==> src/rtl/cv32e40p_ft_alu_sched.sv <==
// TMR ALU fault scheduler: decaying per-replica error scores, sticky retirement, TMR->DMR->SIMPLEX->FAIL mux/clock control.
// State and outputs registered (one-cycle latency), no backpressure; FT_ALU_IDLE_GATE_EN adds idle clock gating with combinational wake.
module cv32e40p_ft_alu_sched #(
    parameter int ERR_CNT_WIDTH = 4,
    parameter int ERR_THRESHOLD = 8,
    parameter int DECAY_PERIOD  = 256,
    parameter int IDLE_CYCLES   = 4
) (
    input  logic       clk,
    input  logic       rst_n,
    input  logic       ex_valid_i,
    input  logic       alu_en_ex_i,
    input  logic       alu_en_id_i,
    input  logic [2:0] mismatch_i,
    input  logic       clear_i,
    output logic [2:0] sel_mux_ex_o,
    output logic [3:0] clock_enable_alu_o,
    output logic [2:0] faulty_o,
    output logic [1:0] mode_o,
    output logic       err_event_o
);

    localparam int CLW = $clog2(DECAY_PERIOD + 1);
    localparam logic [ERR_CNT_WIDTH-1:0] THR = ERR_CNT_WIDTH'(ERR_THRESHOLD);
    localparam logic [CLW-1:0] DECAY_LAST = CLW'(DECAY_PERIOD - 1);

    localparam logic [1:0] MODE_TMR     = 2'b00;
    localparam logic [1:0] MODE_DMR     = 2'b01;
    localparam logic [1:0] MODE_SIMPLEX = 2'b10;
    localparam logic [1:0] MODE_FAIL    = 2'b11;

    logic [2:0][ERR_CNT_WIDTH-1:0] score_q, score_d;
    logic [CLW-1:0] clean_q, clean_d;
    logic [2:0]     faulty_q, faulty_d, faulty_prev_q;
    logic [1:0]     mode_q, mode_d;
    logic [2:0]     sel_q, sel_d;
    logic           err_q;
    logic           sample;
    logic [2:0]     live_mis, reach, retire;
    logic [3:0]     cen_mode;

    assign sample   = ex_valid_i & alu_en_ex_i;
    assign live_mis = mismatch_i & ~faulty_q & {3{sample}};

    always_comb begin
        score_d = score_q;
        clean_d = clean_q;
        reach   = 3'b000;
        retire  = 3'b000;
        if (sample) begin
            if (|live_mis) begin
                clean_d = '0;
                for (int i = 0; i < 3; i++) begin
                    if (live_mis[i] && score_q[i] != THR) score_d[i] = score_q[i] + 1'b1;
                end
            end else if (clean_q == DECAY_LAST) begin
                clean_d = '0;
                for (int i = 0; i < 3; i++) begin
                    if (!faulty_q[i] && score_q[i] != '0) score_d[i] = score_q[i] - 1'b1;
                end
            end else begin
                clean_d = clean_q + 1'b1;
            end
        end
        for (int i = 0; i < 3; i++) begin
            reach[i] = live_mis[i] && (score_d[i] == THR);
        end
        // Only the highest index retires; simultaneous losers wait one short of threshold.
        if (reach[2])      retire = 3'b100;
        else if (reach[1]) retire = 3'b010;
        else if (reach[0]) retire = 3'b001;
        for (int i = 0; i < 3; i++) begin
            if (reach[i] && !retire[i]) score_d[i] = THR - 1'b1;
        end
        faulty_d = faulty_q | retire;
    end

    always_comb begin
        mode_d = {1'b0, faulty_d[0]} + {1'b0, faulty_d[1]} + {1'b0, faulty_d[2]};
        sel_d  = 3'b000;
        if (mode_d == MODE_DMR || mode_d == MODE_SIMPLEX) begin
            if (!faulty_d[0])      sel_d = 3'b001;
            else if (!faulty_d[1]) sel_d = 3'b010;
            else                   sel_d = 3'b100;
        end else if (mode_d == MODE_FAIL) begin
            sel_d = 3'b001;
        end
    end

    always_ff @(posedge clk or negedge rst_n) begin
        if (!rst_n) begin
            score_q       <= '0;
            clean_q       <= '0;
            faulty_q      <= '0;
            faulty_prev_q <= '0;
            mode_q        <= MODE_TMR;
            sel_q         <= '0;
            err_q         <= 1'b0;
        end else if (clear_i) begin
            score_q       <= '0;
            clean_q       <= '0;
            faulty_q      <= '0;
            faulty_prev_q <= '0;
            mode_q        <= MODE_TMR;
            sel_q         <= '0;
            err_q         <= 1'b0;
        end else begin
            score_q       <= score_d;
            clean_q       <= clean_d;
            faulty_q      <= faulty_d;
            faulty_prev_q <= faulty_q;
            mode_q        <= mode_d;
            sel_q         <= sel_d;
            err_q         <= |(faulty_q & ~faulty_prev_q);
        end
    end

    assign cen_mode = {(mode_q == MODE_TMR) || (mode_q == MODE_DMR),
                       ~faulty_q[2], ~faulty_q[1], ~faulty_q[0] | (mode_q == MODE_FAIL)};

`ifdef FT_ALU_IDLE_GATE_EN
    localparam int IW = $clog2(IDLE_CYCLES + 1);
    logic [IW-1:0] idle_q;
    logic          idle_now;

    assign idle_now = ~alu_en_ex_i & ~alu_en_id_i;

    always_ff @(posedge clk or negedge rst_n) begin
        if (!rst_n)                           idle_q <= '0;
        else if (clear_i || !idle_now)        idle_q <= '0;
        else if (idle_q != IW'(IDLE_CYCLES))  idle_q <= idle_q + 1'b1;
    end

    // Wake is combinational so replica clocks run before the instruction reaches EX.
    assign clock_enable_alu_o = (idle_q == IW'(IDLE_CYCLES) && idle_now) ? 4'b0000 : cen_mode;
`else
    logic unused_idle;
    assign unused_idle        = alu_en_id_i | (IDLE_CYCLES < 0);
    assign clock_enable_alu_o = cen_mode;
`endif

    assign faulty_o     = faulty_q;
    assign mode_o       = mode_q;
    assign sel_mux_ex_o = sel_q;
    assign err_event_o  = err_q;

endmodule

==> config.mk <==
export PLATFORM = sky130hd
export DESIGN_NAME = cv32e40p_ft_alu_sched
export DESIGN_NICKNAME = d
export VERILOG_FILES = /design/src/rtl/cv32e40p_ft_alu_sched.sv
export SDC_FILE = /design/constraint.sdc
export NUM_CORES = 1
export LEC_CHECK = 0
export BUFFER_PORTS_ARGS = -buffer_cell sky130_fd_sc_hd__buf_4
export CORE_UTILIZATION = 45
export CTS_BUF_LIST = sky130_fd_sc_hd__clkbuf_16
export DETAILED_ROUTE_END_ITERATION = 6
export SYNTH_ARGS = -nofsm -noshare
export SYNTH_HDL_FRONTEND = slang
export SYNTH_SLANG_ARGS = --single-unit
==> constraint.sdc <==
create_clock -name clk -period 9.6 [get_ports clk]
set_input_delay 0 -clock clk [delete_from_list [all_inputs] [get_ports clk]]
set_output_delay 0 -clock clk [all_outputs]
set_load 0.03 [all_outputs]
==> impl_metrics.toml <==
[placed_design]
place_congestion = 0.8500
dpl-instance-area_um2 = 2447
place_hpwl_mm = 3.464
dp_cells = 333
numPortBuffers = 20

[cts]
htree_levels = 2
cts_buffers = 5
cts_buffer_depth = 2
clk_latency_ns = 0.28
root_buffer = "clkbuf_16"
cts_sinks = 33
cts_tree = "yes"
clkSlewWorstSetupHoldPaths_ns = 0.05

[logic_synthesis]
synth_nets = 273
ys_seq_area_share_pct = 36.73
synthAdderAreaFrac_pct = 6.233
synth_cell_types = 56
synth_top_family_by_area = "simple AND/OR/NAND/NOR gates"
synth_simple_gate_area_share_pct = 30.33
synthXorXnorAreaFrac_pct = 3.506
synth.avg_cell_area_um2 = 8.852
synth-compound-area-share_pct = 15.47
ys_seq_elements = 33
synthCells = 254
synth_flop_cell = "dfrtp_1"
muxShareOfSynthArea_pct = 4.174
synthesis.area_um2 = 2248
yosysTopAreaCell = "dfrtp_1"
async_flop_share_pct = 100.0
synth_edf_count = 0
synth.area.top_cells = "dfrtp_1 (37%), nor2_1 (5.5%), a21oi_1 (4.7%)"
synth_top_area_share_pct = 36.73
synth_warnings = 0

[timing]
fin_crit_ns = 4.154
finalSetupViolCount = 0
tightestPinTransition_ns = 0.5153
slew_headroom_pct = 65.48
hold_viol_final = 0
skew_ns = 0.002620
grt_setup_unrepaired = "false"
fmax_mhz = 240.8
maxSlewViolCount = 0
setup-tns-final_ns = 0
period_share_pct = 43.27

[finish]
n_fill_cell = 464
fin_area_um2 = 2594
drive_gt1_share_pct = 15.33
register_area_um2 = 825.8
stdcell_count = 341
layout.nets = 293
antenna_cells = 0
syn_to_final_growth_pct = 15.36
multiInputGateArea_um2 = 1343

[pwr]
ir_worst_vdd_v = 0.00008895
p_leak_uw = 0.001102
power_density_nw_per_um2 = 130.1

[worst_setup_path]
start_kind = "register"
cp-startpoint = "clean_q[0]$_DFFE_PN0P_"
critPathMaxStageDelay_ns = 0.57
worstSetupEndpointType = "register"
slowest_stage = "or4_1"
reg2reg_from = "clean_q[0]$_DFFE_PN0P_"
worstPathArrival_ns = 4.30
critPathMaxFanout = 5
cp_data_required_time_ns = 9.74
crit_type = "reg -> reg"
cp_common_cell = "ha_1"
worstPathCellList = "ha_1, nand4_1, nor4b_4, nand3_1, a21oi_1, o21ai_0, or4_1, a31oi_1, inv_1, fa_1, ha_1, nor4b_2"

[die]
rows = 25
die_width_um = 72.69
die_area_um2 = 5283
initial_core_util_pct = 47.29
core_area_um2 = 4755
io_pins = 22
fp.dieH_um = 72.69

[grt]
grt-ovfl-total = 0
antenna_found_initial = 0
grt_first_pass_wirelength_mm = 8.576
grt_max_degree = 34
track_usage_pct = 21.48
grt_pass1_vias = 1751

[hold_path]
min_from = "clear_i"
hold_class = "in -> reg"

[detailed_routing]
drc = 0
antenna_left = 0
drtIter0Drc = 111
via_count = 1861
vias_per_cell = 5.457
drt-wirelength-per-cell_um = 14.31
wl_mm = 4.879
drt_pre_antenna_iters = 4

[job]
maxCapViolations = 0

[run_status]
status = "finished clean"
-- synth_stat cells, types with 5 or more instances --
master,count
dfrtp_1,33
nor2_1,33
a21oi_1,21
nand2_1,21
inv_1,12
o21ai_0,11
nand3_1,10
nor2b_1,10
ha_1,8
clkbuf_1,6
mux2i_1,6
a31oi_1,5
nand2b_1,5
xnor2_1,5
-- path summary, 6_finish.rpt --
path / to / slack (ns) / cells after the start
worst max-delay path: sel_mux_ex_o[2]$_DFF_PN0_ / 5.45 / 12
worst min-delay path: faulty_prev_q[2]$_DFF_PN0_ / 0.12 / 2
worst max register to register: sel_mux_ex_o[2]$_DFF_PN0_ / 5.45 / 12
worst min register to register: clean_q[6]$_DFFE_PN0P_ / 0.57 / 2
max in group asynchronous: score_q[4]$_DFF_PN0_ / 9.08 / 2
min in group asynchronous: score_q[3]$_DFF_PN0_ / 0.20 / 2
-- cell type report --
class | count | share of cell area, %
Clock buffer | 5 | 4.824
Clock inverter | 2 | 0.4342
Inverter | 12 | 1.737
Multi-Input combinational cell | 201 | 51.76
Sequential cell | 33 | 31.84
Tap cell | 67 | 3.232
Timing Repair Buffer | 21 | 6.175
-- worst max-delay path: cells and delay by family (launching register included) --
kind	cells	cell delay [ns]
buffers and inverters	1	0.19
flip-flops	1	0.40
AO/OA/AOI/OAI	3	0.92
AND/OR/NAND/NOR	5	1.47
adder cells (fa/ha/maj)	3	1.04
-- through the flow --
| step | util (%) | setup slack [ns] | power (uW) | hold WS (ns) |
|---|---|---|---|---|
| 6_report | 54.55 | 5.446 | 337.5 | 0.1159 |
| 3_3_place_gp | 51.47 | 5.491 | 187.5 | -0.02074 |
| 4_1_cts | 54.55 | 5.455 | 340.9 | 0.1194 |
| 2_1_floorplan | - | 5.998 | 175.4 | -0.2956 |
| 3_5_place_dp | 51.47 | 5.492 | 187.5 | -0.02121 |
| 5_1_grt | 54.55 | 5.104 | 351.5 | 0.1449 |
-- layout by cell type (no fill, tap or decap), types with 6 or more instances in the layout --
master | netlist | final
a21oi_1 | 21 | 21
inv_1 | 12 | 12
o21ai_0 | 11 | 11
ha_1 | 8 | 8
nor2_1 | 33 | 33
buf_4 | 1 | 20
nand2_1 | 21 | 21
mux2i_1 | 6 | 6
dfrtp_1 | 33 | 33
nor2b_1 | 10 | 10
nand3_1 | 10 | 10
-- registers in the layout (all words and copies together) (netlist names) --
name / cells
faulty_o: 3
score_q: 12
clean_q: 9
sel_mux_ex_o: 3
mode_o: 2
err_event_o: 1
faulty_prev_q: 3
-- metal layers --
metal / vias up / part of all wire (%) / track usage, %
li1: 934 / - / -
met2: 31 / 45 / 33.33
met3: 5 / 3.6 / 4.696
met1: 891 / 50 / 30.06
met4: 0 / 1.4 / 6.536
met5: - / 0 / 0
-- logic make-up after synthesis --
logic type | Yosys count
mux | 9
fa+ha+maj | 10
compound gates | 53
simple gates | 120
xor+xnor | 9
flops | 33
buf+inv | 20
-- power by group --
group	internal (uW)	total, uW	switching, uW
combinational	15.2	40.0	24.8
sequential	142	145	3.52
clock	93.6	152	58.8
-- timing repair --
item,4_1_cts,5_1_grt
hold endpoints to repair,33,0
setup buffers,0,0
hold buffers,1,0
resized for setup,0,0
(Power assumes the default switching activity.)
